--- src/rtl/usb_tx_arbiter_pkg.sv ---
// Shared encodings for the USB transmit path: transmitter command codes,
// handshake PID selects and the arbiter FSM states.
package usb_tx_pkg;

   typedef enum logic [2:0] {
      TXP_IDLE  = 3'd0,
      TXP_DATA0 = 3'd1,
      TXP_DATA1 = 3'd2,
      TXP_ACK   = 3'd3,
      TXP_NAK   = 3'd4,
      TXP_STALL = 3'd5
   } tx_packet_t;

   localparam logic [1:0] HS_PID_ACK   = 2'd0;
   localparam logic [1:0] HS_PID_NAK   = 2'd1;
   localparam logic [1:0] HS_PID_STALL = 2'd2;
   localparam logic [1:0] HS_PID_RSVD  = 2'd3;

   typedef enum logic [1:0] {
      ARB_IDLE       = 2'd0,
      ARB_WAIT_START = 2'd1,
      ARB_ACTIVE     = 2'd2,
      ARB_GAP        = 2'd3
   } arb_state_t;

   localparam logic OWN_HS   = 1'b0;
   localparam logic OWN_DATA = 1'b1;

   // Reserved handshake select falls back to NAK.
   function automatic tx_packet_t pkt_code(input logic is_data, input logic [1:0] pid,
                                           input logic toggle);
      tx_packet_t c;
      if (is_data) begin
         c = toggle ? TXP_DATA1 : TXP_DATA0;
      end else begin
         case (pid)
            HS_PID_ACK:   c = TXP_ACK;
            HS_PID_STALL: c = TXP_STALL;
            default:      c = TXP_NAK;
         endcase
      end
      return c;
   endfunction

endpackage

--- src/rtl/usb_tx_arb_timer.sv ---
// Saturating up-counter with clear, load and enable; term_o flags a match
// against the caller-selected terminal value.
module usb_tx_arb_timer #(
   parameter int W = 6
) (
   input  logic         clk,
   input  logic         rst,
   input  logic         clr_i,
   input  logic         load_i,
   input  logic [W-1:0] load_val_i,
   input  logic         en_i,
   input  logic [W-1:0] term_val_i,
   output logic         term_o
);

   logic [W-1:0] cnt_q, cnt_d;

   always_comb begin
      cnt_d = cnt_q;
      if (clr_i)
         cnt_d = '0;
      else if (load_i)
         cnt_d = load_val_i;
      else if (en_i && (cnt_q != {W{1'b1}}))
         cnt_d = cnt_q + 1'b1;
   end

   always_ff @(posedge clk) begin
      if (rst) cnt_q <= '0;
      else     cnt_q <= cnt_d;
   end

   assign term_o = (cnt_q == term_val_i);

endmodule

--- src/rtl/usb_tx_arbiter.sv ---
// Arbitrates the USB TX datapath between handshake and data-packet sources,
// supervises transmitter start/finish and enforces the inter-packet gap.
module usb_tx_arbiter
   import usb_tx_pkg::*;
#(
   parameter int IPG_CYCLES    = 16,
   parameter int START_TIMEOUT = 32
) (
   input  logic       clk,
   input  logic       rst,
   input  logic       hs_req,
   input  logic [1:0] hs_pid,
   output logic       hs_grant,
   output logic       hs_done,
   input  logic       data_req,
   input  logic       data_toggle,
   input  logic [6:0] data_len,
   input  logic [6:0] buffer_occupancy,
   output logic       data_grant,
   output logic       data_done,
   output logic       tx_err,
   output logic [2:0] tx_packet,
   input  logic       tx_transfer_active,
   input  logic       tx_error,
   output logic       busy
);

   localparam int CNT_MAX = (IPG_CYCLES > START_TIMEOUT) ? IPG_CYCLES : START_TIMEOUT;
   localparam int CW      = $clog2(CNT_MAX + 1);
   localparam logic [CW-1:0] START_TERM = CW'(START_TIMEOUT - 1);
   localparam logic [CW-1:0] IPG_TERM   = CW'(IPG_CYCLES - 1);

   arb_state_t state_q, state_d;
   tx_packet_t tx_packet_q, tx_packet_d;
   logic       owner_q, owner_d;
   logic [1:0] pid_q, pid_d;
   logic       toggle_q, toggle_d;
   logic       sticky_q, sticky_d;
   logic       hs_grant_q, hs_grant_d;
   logic       data_grant_q, data_grant_d;
   logic       hs_done_q, hs_done_d;
   logic       data_done_q, data_done_d;
   logic       tx_err_q, tx_err_d;

   logic          data_elig;
   logic          tmr_clr, tmr_en, tmr_hit;
   logic [CW-1:0] tmr_term;

   // Terminal value depends only on the current phase, keeping the
   // counter match free of any path through the next-state logic.
   assign tmr_term = (state_q == ARB_GAP) ? IPG_TERM : START_TERM;

   usb_tx_arb_timer #(.W(CW)) u_timer (
      .clk        (clk),
      .rst        (rst),
      .clr_i      (tmr_clr),
      .load_i     (1'b0),
      .load_val_i ({CW{1'b0}}),
      .en_i       (tmr_en),
      .term_val_i (tmr_term),
      .term_o     (tmr_hit)
   );

   assign data_elig = data_req && ((data_len == 7'd0) || (buffer_occupancy >= data_len));

   always_comb begin
      state_d      = state_q;
      owner_d      = owner_q;
      pid_d        = pid_q;
      toggle_d     = toggle_q;
      sticky_d     = sticky_q;
      tx_packet_d  = TXP_IDLE;
      hs_grant_d   = 1'b0;
      data_grant_d = 1'b0;
      hs_done_d    = 1'b0;
      data_done_d  = 1'b0;
      tx_err_d     = 1'b0;
      tmr_clr      = 1'b0;
      tmr_en       = 1'b0;

      case (state_q)
         ARB_IDLE: begin
            tmr_clr = 1'b1;
            if (hs_req) begin
               owner_d     = OWN_HS;
               pid_d       = hs_pid;
               toggle_d    = 1'b0;
               sticky_d    = 1'b0;
               hs_grant_d  = 1'b1;
               tx_packet_d = pkt_code(OWN_HS, hs_pid, 1'b0);
               state_d     = ARB_WAIT_START;
            end else if (data_elig) begin
               owner_d      = OWN_DATA;
               pid_d        = 2'd0;
               toggle_d     = data_toggle;
               sticky_d     = 1'b0;
               data_grant_d = 1'b1;
               tx_packet_d  = pkt_code(OWN_DATA, 2'd0, data_toggle);
               state_d      = ARB_WAIT_START;
            end
         end

         ARB_WAIT_START: begin
            tx_packet_d = pkt_code(owner_q, pid_q, toggle_q);
            if (tx_transfer_active) begin
               tx_packet_d = TXP_IDLE;
               sticky_d    = 1'b0;
               tmr_clr     = 1'b1;
               state_d     = ARB_ACTIVE;
            end else if (tmr_hit) begin
               tx_packet_d = TXP_IDLE;
               hs_done_d   = (owner_q == OWN_HS);
               data_done_d = (owner_q == OWN_DATA);
               tx_err_d    = 1'b1;
               tmr_clr     = 1'b1;
               state_d     = ARB_GAP;
            end else begin
               tmr_en = 1'b1;
            end
         end

         ARB_ACTIVE: begin
            sticky_d = sticky_q | tx_error;
            // An error on the final sampled cycle still counts.
            if (!tx_transfer_active) begin
               hs_done_d   = (owner_q == OWN_HS);
               data_done_d = (owner_q == OWN_DATA);
               tx_err_d    = sticky_q | tx_error;
               tmr_clr     = 1'b1;
               state_d     = ARB_GAP;
            end
         end

         ARB_GAP: begin
            if (tmr_hit) state_d = ARB_IDLE;
            else         tmr_en  = 1'b1;
         end

         default: state_d = ARB_IDLE;
      endcase
   end

   always_ff @(posedge clk) begin
      if (rst) begin
         state_q      <= ARB_IDLE;
         tx_packet_q  <= TXP_IDLE;
         owner_q      <= OWN_HS;
         pid_q        <= 2'd0;
         toggle_q     <= 1'b0;
         sticky_q     <= 1'b0;
         hs_grant_q   <= 1'b0;
         data_grant_q <= 1'b0;
         hs_done_q    <= 1'b0;
         data_done_q  <= 1'b0;
         tx_err_q     <= 1'b0;
      end else begin
         state_q      <= state_d;
         tx_packet_q  <= tx_packet_d;
         owner_q      <= owner_d;
         pid_q        <= pid_d;
         toggle_q     <= toggle_d;
         sticky_q     <= sticky_d;
         hs_grant_q   <= hs_grant_d;
         data_grant_q <= data_grant_d;
         hs_done_q    <= hs_done_d;
         data_done_q  <= data_done_d;
         tx_err_q     <= tx_err_d;
      end
   end

   assign hs_grant   = hs_grant_q;
   assign data_grant = data_grant_q;
   assign hs_done    = hs_done_q;
   assign data_done  = data_done_q;
   assign tx_err     = tx_err_q;
   assign tx_packet  = tx_packet_q;
   assign busy       = (state_q != ARB_IDLE);

endmodule

--- config.mk ---
export PLATFORM = sky130hd
export DESIGN_NAME = usb_tx_arbiter
export DESIGN_NICKNAME = d
export VERILOG_FILES = /design/src/rtl/usb_tx_arbiter_pkg.sv /design/src/rtl/usb_tx_arb_timer.sv /design/src/rtl/usb_tx_arbiter.sv
export SDC_FILE = /design/constraint.sdc
export NUM_CORES = 1
export LEC_CHECK = 0
export BUFFER_PORTS_ARGS = -buffer_cell sky130_fd_sc_hd__buf_4
export CAP_MARGIN = 20
export CORE_ASPECT_RATIO = 1.5
export CORE_MARGIN = 2
export CORE_UTILIZATION = 35
export CTS_BUF_LIST = sky130_fd_sc_hd__clkbuf_4
export CTS_CLUSTER_SIZE = 28
export DETAILED_ROUTE_END_ITERATION = 16
export GPL_TIMING_DRIVEN = 0
export PLACE_DENSITY = 0.54
export SYNTH_ARGS = -nofsm -noshare
export SYNTH_HDL_FRONTEND = slang
export SYNTH_SLANG_ARGS = --single-unit
--- constraint.sdc ---
create_clock -name clk -period 5.94 [get_ports clk]
set_clock_uncertainty 0.1 [all_clocks]
set_input_delay 0.297 -clock clk [delete_from_list [all_inputs] [get_ports clk]]
set_output_delay 0.297 -clock clk [all_outputs]
set_load 0.01 [all_outputs]
; ---- Word level (Yosys, flattened, before mapping)
; Cells that the tools add are included.
[op_classes]
n_addsub = 1
n_mul = 0
div_mod_pow = 0
order_cmp = 1
n_eq_ne = 12
shifts = 0
n_mux = 48
n_bitwise = 3
reduce_logical = 16
[op_table]
columns = op, n
row1 = two-way mux 1 bit, 22
row2 = two-way mux 2 bit, 11
row3 = one-hot mux 3 bit (2 select lines), 3
row4 = two-way mux 3 bit, 4
row5 = equality test 2 bit (second input constant), 4
row6 = one-hot mux 1 bit (2 select lines), 4
row7 = one-hot mux 2 bit (4 select lines), 1
row8 = >= comparator 7 bit, 1
row9 = logical NOT 7 bit, 1
row10 = adder 6 x 1 -> 6 bit (second input constant), 1
row11 = equality test 6 x 5 -> 1 bit, 1
row12 = logical NOT 2 bit, 3
row13 = != test 2 bit (second input constant), 3
row14 = != test 3 bit (second input constant), 2
row15 = != test 6 bit (second input constant), 1
row16 = one-hot mux 1 bit (3 select lines), 2
row17 = two-way mux 5 bit, 1
row18 = AND reduction 4 bit, 1
row19 = nonzero test 2 bit, 2
row20 = OR reduction 2 bit, 2
row21 = AND reduction 3 bit, 1
row22 = nonzero test 3 bit, 1
row23 = OR reduction 3 bit, 1
row24 = equality test 2 x 1 -> 1 bit (second input constant), 1
row25 = other kinds (5), 7
[word_totals]
register_bits = 21
latch_bits = 0
ramBits = 0
rom_bits = 0
inputBits = 23
mem_count = 0

; ---- Depth between registers and ports, before layout
; Gate-level depths: netlist of run 1.
[depth]
word_depth = 7
mapped_depth = 7
mapped_depth_nobuf = 7

; ---- Hierarchy
; A second synthesis of run 1 with hierarchy kept.
[hier_totals]
cells_unflattened = 173
area_unflattened_um2 = 1393.8
[by_module_without_submodules]
columns = mod, n_inst, cells_each, area_each_um2, seq_area_each_um2
row1 = usb_tx_arbiter, 1, 117, 948.4, 300.3
row2 = usb_tx_arb_timer, 1, 56, 445.4, 120.1

; ---- Least setup slack after synthesis of run 1
; Ideal clock, no wire load.
[synth_path]
path_type = input -> register
from = in data_len[6]
to = reg sticky_q
arrival_ps = 1670
setup_slack_ps = 4074
stages = 7
path_buffers = 0
cell_sequence = inv_1 -> ha_1 -> and4_1 -> and2_1 -> a221oi_4 -> a21oi_1 -> a221oi_1
[synth_between]
elab_chain_cells = 5
[synth_lines]
columns = element, line
row1 = "start, declared", usb_tx_arbiter.sv:17  ; input logic [6:0] data_len,
row2 = >= comparator 7 bit or logical NOT 7 bit (tied branches), usb_tx_arbiter.sv:64  ; assign data_elig = data_req && ((data_len == 7'd0) || (buffer_occupancy >= data_len));
row3 = logical OR 1 bit (*), usb_tx_arbiter.sv:64
row4 = logical AND 1 bit (*), usb_tx_arbiter.sv:64
row5 = != test 3 bit (no source line) (*), n/a
row6 = AND reduction 3 bit (no source line) (*), n/a
row7 = "end signal, assigned", usb_tx_arbiter.sv:162  ; sticky_q <= sticky_d;
row8 = "end, declared", usb_tx_arbiter.sv:38  ; logic sticky_q, sticky_d;
; Mark *: on every way between the ends. The rest lies on a longest branch, timed or not.
; A chain may end at the register's enable or synchronous reset.

; ---- Worst setup path in the final report of run 1
[layout_path]
from = reg u_timer.cnt_q[0]
to = reg u_timer.cnt_q[1]
[layout_between]
elab_chain_cells = 5
[layout_lines]
columns = element, line
row1 = "start, declared", usb_tx_arb_timer.sv:16  ; logic [W-1:0] cnt_q, cnt_d;
row2 = "start signal, assigned", usb_tx_arb_timer.sv:30  ; else cnt_q <= cnt_d;
row3 = equality test 6 x 5 -> 1 bit, usb_tx_arb_timer.sv:33  ; assign term_o = (cnt_q == term_val_i);
row4 = two-way mux 1 bit (on tied branches), "usb_tx_arbiter.sv:110, usb_tx_arbiter.sv:135"
row5 = two-way mux 1 bit, usb_tx_arbiter.sv:105  ; if (tx_transfer_active) begin
row6 = one-hot mux 1 bit (3 select lines) or one-hot mux 1 bit (2 select lines) (tied branches), usb_tx_arbiter.sv:81  ; case (state_q)
row7 = OR reduction 2 bit (no source line) or logical AND 1 bit (tied branches), n/a
; Parallel ways exist; a longest one is shown, timed or not.

==> results of run 1 <==
## logic make-up (layout without fill, tap and decap cells)
group | count (synthesis) | after routing | synth area share, %
mux | 2 | 2 | 1.53
simple gates | 45 | 45 | 17.5
xor+xnor | 4 | 4 | 2.67
fa+ha+maj | 12 | 12 | 11.4
compound gates | 50 | 50 | 28.7
buf+inv | 21 | 55 | 6.10
flops | 21 | 21 | 32.0
## final timing paths
kind                            cells past startpoint  slack, ns             start          endpoint
worst max register to register                      6       3.75  u_timer.cnt_q[0]  u_timer.cnt_q[1]
worst max-delay path                                6       3.75  u_timer.cnt_q[0]  u_timer.cnt_q[1]
worst min-delay path                                2       0.08               rst          hs_grant
worst min register to register                      2       0.38          sticky_q          sticky_q
## worst max-delay path, delay by kind of cell (launching register included)
kind | cells | cell delay, ns
flops | 1 | 0.41
fa+ha+maj | 1 | 0.20
simple gates | 2 | 0.35
compound gates | 3 | 1.01
## registers in the layout, indices dropped and copies added (netlist names)
| name | count |
|---|---|
| state_q | 2 |
| sticky_q | 1 |
| hs_grant | 1 |
| tx_err | 1 |
| owner_q | 1 |
| tx_packet | 3 |
| data_done | 1 |
| hs_done | 1 |
| pid_q | 2 |
| u_timer.cnt_q | 6 |
| toggle_q | 1 |
| data_grant | 1 |
## routing by layer
layer / vias to the layer above / routed length [µm] / track usage, % / part of all wire [%]
met5: - / 0 / 0 / 0
met4: 0 / 42 / 5.25 / 1.3
met3: 5 / 115 / 1.69 / 3.5
met2: 24 / 1930 / 34.6 / 59
met1: 605 / 1200 / 17.6 / 37
li1: 644 / - / - / -
## layout make-up
| class | count | area [µm²] | share of cell area, % |
|---|---|---|---|
| Multi-Input combinational cell | 113 | 812 | 50.2 |
| Tap cell | 43 | 53.8 | 3.32 |
| Inverter | 18 | 67.6 | 4.17 |
| Clock inverter | 1 | 5.00 | 0.309 |
| Buffer | 3 | 12.5 | 0.773 |
| Sequential cell | 21 | 420 | 26.0 |
| Clock buffer | 3 | 22.5 | 1.39 |
| Timing Repair Buffer | 30 | 225 | 13.9 |
## cell usage in the layout, fill, tap and decap left out, types with 2 or more instances in the layout
cell type  netlist  layout
nand2_1         11      11
mux2i_1          2       2
nor2b_1          2       2
o21ai_0          6       6
buf_4            0      30
nor2_1           9       9
nor3_1           4       4
nand2b_1         2       2
a31oi_1          4       4
a21oi_1         10      10
o31ai_1          4       4
o2111ai_1        3       3
clkbuf_4         0       3
a311oi_1         2       2
xnor2_1          2       2
nand3_1          8       8
o211ai_1         2       2
xor2_1           2       2
clkbuf_1         2       2
or3_1            2       2
inv_1           18      18
a211oi_1         4       4
dfxtp_1         21      21
a221oi_1         2       2
ha_1            12      12
## stage by stage
step / util [%] / hold WS [ns] / setup WS (ns) / total power (W) / instances
5_1_grt: 44.4 / 0.0672 / 3.56 / 0.000483 / 232
2_1_floorplan: - / 0.277 / 4.07 / 0.000312 / 155
4_1_cts: 44.4 / 0.0752 / 3.75 / 0.000450 / 232
3_5_place_dp: 43.6 / 0.368 / 3.77 / 0.000377 / 228
6_report: 44.4 / 0.0828 / 3.75 / 0.000447 / 232
3_3_place_gp: 43.6 / 0.357 / 3.83 / 0.000373 / 228
## power breakdown
group	total (W)	internal [W]	switching (W)
Combinational	0.000201	0.0000853	0.000116
Sequential	0.000172	0.000158	0.0000145
Clock	0.0000730	0.0000252	0.0000478
Total	0.000447	0.000268	0.000179
==> results.json, run 1 <==
{
  "cap_violations": 0,
  "n_fill_cell": 392,
  "drc": 0,
  "period_needed_ns": 2.19,
  "worst-path-max-fanout": 7,
  "ys_top_cells_by_count": "dfxtp_1, inv_1, ha_1",
  "synth-async-reset-ratio_pct": 0,
  "rows": 27,
  "h-tree-depth": 1,
  "synth_top_area_share_pct": 32.0,
  "yosysTopAreaCell": "dfxtp_1",
  "cts_resized": 0,
  "period_share_pct": 36.9,
  "drt_iter0_drc": 35,
  "arrival_ns": 2.27,
  "endpoint_kind": "register",
  "clk_latency_ns": 0.32,
  "clock_sinks": 21,
  "hold_buffers": 0,
  "firstDrtPassIters": 4,
  "grt_max_degree": 13,
  "cts_tree": "built",
  "nets": 225,
  "start_kind": "register",
  "drive_above_1_share_pct": 22.2,
  "synth-seq-cells": 21,
  "crit_required_ns": 6.02,
  "grt_antenna_before_repair": 0,
  "timing.fmax_mhz": 457,
  "netlist_instances": 155,
  "ant_nets": 0,
  "wl_per_cell_um": 14.2,
  "syn_nets": 190,
  "yosysMostFrequentCell": "dfxtp_1",
  "routabilityCongestion": 0.853,
  "diodes": 0,
  "viasPerCell": 5.51,
  "chipHeight_um": 79,
  "ys_types": 44,
  "maxSlewHeadroom_pct": 49.2,
  "ioPinCount": 32,
  "slowest_delay_ns": 0.61,
  "yosys_warnings": 0,
  "vias": 1278,
  "p_leak_nw": 0.679,
  "slew_violations": 0,
  "grt_pass1_wl_mm": 5.64,
  "setup_viol": 0,
  "synth_area_um2": 1310,
  "tns_ns": 0,
  "grt_pass1_vias": 1334,
  "slowest_stage": "o21ai_0",
  "worst_slew_pin_slew_ns": 0.754,
  "dieArea_um2": 4270,
  "syn2layout_area_growth_pct": 23.4,
  "rsz0062_at_grt": "false",
  "syn_area_per_cell_um2": 8.47,
  "clkSlewWorstSetupHoldPaths_ns": 0.12,
  "outcome": "finished, final reports clean",
  "cts_setup_buffers": 0,
  "path_cells": "ha_1 > nand3_1 > o31ai_1 > a221oi_1 > o21ai_0 > nor2_1",
  "fin_area_um2": 1620,
  "cts_root_buf": "clkbuf_4",
  "clk_path_buf_depth": 2,
  "power_density_nw_per_um2": 276,
  "wirelength_mm": 3.29,
  "io_buffers": 30,
  "synth-seq-area-share_pct": 32.0,
  "yosys-top-cells-area": "dfxtp_1, ha_1, inv_1",
  "initial_core_util_pct": 36.0,
  "placed_area_um2": 1590,
  "overflow": 0,
  "hp-class": "primary input to register",
  "coreArea_um2": 3650,
  "hpwl_mm": 2.70,
  "worstSetupPathType": "register to register",
  "gr-usage-all-layers_pct": 17.4,
  "synthFlopType": "dfxtp_1",
  "peakVddDrop_v": 0.000129,
  "synth-edff-count": 0,
  "hold_violations": 0,
  "dieWidth_um": 54,
  "cts_made_buffers": 3
}
Note: power is estimated with default switching activity, not from simulation.
==> inputs of run 2 (changes only) <==
ABC_AREA = 1   (was unset)
clock period = 2.2 ns   (was 5.94 ns; I/O delays follow)
==> results.json, run 2 <==
{
  "outcome": "finished, final reports clean",
  "dieArea_um2": 4360,
  "reg2regPathDepth": 8,
  "synth-edff-count": 0,
  "p_leak_nw": 0.803,
  "slowest_stage": "dfxtp_1",
  "worstSetupPathType": "register to register",
  "place_ws_ns": 0.516,
  "h-tree-depth": 1,
  "syn_area_per_cell_um2": 7.26,
  "synth_area_um2": 1340,
  "cts_setup_buffers": 0,
  "viasPerCell": 4.83,
  "worst_slew_pin_slew_ns": 0.353,
  "endpoint": "state_q[0]",
  "switchingPower_w": 0.000506,
  "period_needed_ns": 1.71,
  "hp-class": "primary input to register",
  "holdWs_ns": 0.0196,
  "worstSetupStartpoint": "state_q[1]",
  "period_share_pct": 77.8,
  "overflow": 0,
  "ys_types": 28,
  "ioPinCount": 32,
  "cpMostUsedCell": "nand2_1",
  "syn2layout_area_growth_pct": 24.3,
  "chipHeight_um": 79.9,
  "ys_top_cells_by_count": "nand2_1, inv_1, dfxtp_1",
  "syn_nets": 220,
  "firstDrtPassIters": 4,
  "diodes": 0,
  "largest_reg_flops": 6,
  "yosysMostFrequentCell": "nand2_1",
  "crit_family": "simple AND/OR/NAND/NOR gates",
  "p_sw_share_pct": 40.5,
  "cts_root_buf": "clkbuf_4",
  "io_buffers": 30,
  "drc": 0,
  "setup_ws_ns": 0.488,
  "drive_above_1_share_pct": 28.1,
  "routabilityCongestion": 0.800,
  "yosys_warnings": 0,
  "grt_antenna_before_repair": 0,
  "timing.fmax_mhz": 584,
  "final_common_cell": "nand2_1",
  "grt_pass1_vias": 1247,
  "netlist_instances": 185,
  "cts_resized": 0,
  "clkSlewWorstSetupHoldPaths_ns": 0.12,
  "pwr-share-clk_pct": 15.2,
  "drt_iter0_drc": 22,
  "worstReg2RegStart": "state_q[1]",
  "cts_made_buffers": 3,
  "crit_required_ns": 2.32,
  "vias": 1274,
  "setup_viol": 0,
  "gr-usage-all-layers_pct": 15.1,
  "coreArea_um2": 3680,
  "yosys-top-cells-area": "dfxtp_1, nand2_1, ha_1",
  "clk_path_buf_depth": 2,
  "hpwl_mm": 2.37,
  "maxSlewHeadroom_pct": 76.3,
  "slowest_delay_ns": 0.43,
  "start_kind": "register",
  "cap_violations": 0,
  "reg2reg_to": "state_q[0]",
  "grt_max_degree": 13,
  "synth-seq-area-share_pct": 31.3,
  "n_fill_cell": 381,
  "r2r_setup_slack_ns": 0.49,
  "yosysTopAreaCell": "dfxtp_1",
  "slew_violations": 0,
  "synthFlopType": "dfxtp_1",
  "final_cell_mix": "nand2_1, buf_4, inv_1, dfxtp_1, nor2_1",
  "path_cells": "inv_1 > ha_1 > nand2_1 > nand2_2 > a22oi_2 > nand3_1 > nand2_1 > a21oi_2",
  "hold_violations": 0,
  "crit_cells": 8,
  "p_int_w": 0.000745,
  "cts_tree": "built",
  "power.share.sequential_pct": 38.6,
  "wirelength_mm": 2.83,
  "wl_per_cell_um": 10.7,
  "clock_sinks": 21,
  "synth-async-reset-ratio_pct": 0,
  "comb_power_share_pct": 46.1,
  "critPathBufInv": 1,
  "rsz0062_at_grt": "false",
  "dieWidth_um": 54.6,
  "nets": 257,
  "endpoint_kind": "register",
  "power_density_nw_per_um2": 749,
  "utilization_pct": 45.4,
  "synth_top_area_share_pct": 31.3,
  "tns_ns": 0,
  "synth-seq-cells": 21,
  "initial_core_util_pct": 36.5,
  "worst-path-max-fanout": 5,
  "ant_nets": 0,
  "clk_latency_ns": 0.31,
  "top_register": "u_timer.cnt_q",
  "power_w": 0.00125,
  "arrival_ns": 1.83,
  "rows": 27,
  "grt_pass1_wl_mm": 5.01,
  "peakVddDrop_v": 0.000365
}
## run 2: layout make-up
type,count,area [µm²],share of cell area (%)
tap,43,53.8,3.22
buffer,2,16.3,0.974
sequential,21,420,25.2
multi-input combinational,135,806,48.2
clock inverter,1,5.00,0.300
inverter,27,101,6.07
timing repair buffer,32,245,14.7
clock buffer,3,22.5,1.35
## run 2: worst min-delay path, stage by stage
cell     delay, ns
buf_4         0.10
nor2_1        0.05
nand3_1       0.07
a21oi_1       0.06
## run 2: through the flow
stage,instance area [µm²],cells
6_report,1670,264
4_1_cts,1670,264
5_1_grt,1670,264
2_1_floorplan,1340,185
3_3_place_gp,1620,258
3_5_place_dp,1620,258
## run 2: kinds of logic after synthesis
logic type | count (synthesis) | share of synthesized area, %
AND/OR/NAND/NOR | 99 | 37.2
buffers and inverters | 29 | 8.75
AO/OA/AOI/OAI | 23 | 11.0
flip-flops | 21 | 31.3
adder cells (fa/ha/maj) | 12 | 11.2
XOR/XNOR | 1 | 0.652
## run 2: worst min-delay path by stage
stage                     endpoint  slack, ns  cells after the start      start
after CTS                 toggle_q      0.002                      4     hs_req
after global routing      pid_q[0]       0.05                      5  hs_pid[0]
after detailed placement  pid_q[1]       0.25                      3  hs_pid[1]
after floorplan           pid_q[1]       0.14                      2  hs_pid[1]
final                     toggle_q       0.02                      4     hs_req
after global placement    pid_q[1]       0.25                      3  hs_pid[1]
## run 2: metal layers
layer	global-route usage [%]	up-vias	wire length, µm
li1	-	667	-
met5	0	-	0
met2	28.1	37	1530
met1	15.6	568	1140
met4	7.00	0	29
met3	1.69	2	132
## run 2: what timing repair did
action                                  in CTS  in global routing
endpoints found under the setup margin       0                  0
endpoints found under the hold margin        8                  0
hold buffers                                 2                  0
## run 2: power by group through the flow
stage               logic (W)  clock network (W)  registers [W]
floorplan            0.000400                  0       0.000496
global placement     0.000568                  0       0.000489
detailed placement   0.000581                  0       0.000492
CTS                  0.000588           0.000202       0.000483
global route         0.000660           0.000211       0.000492
finish               0.000577           0.000191       0.000483
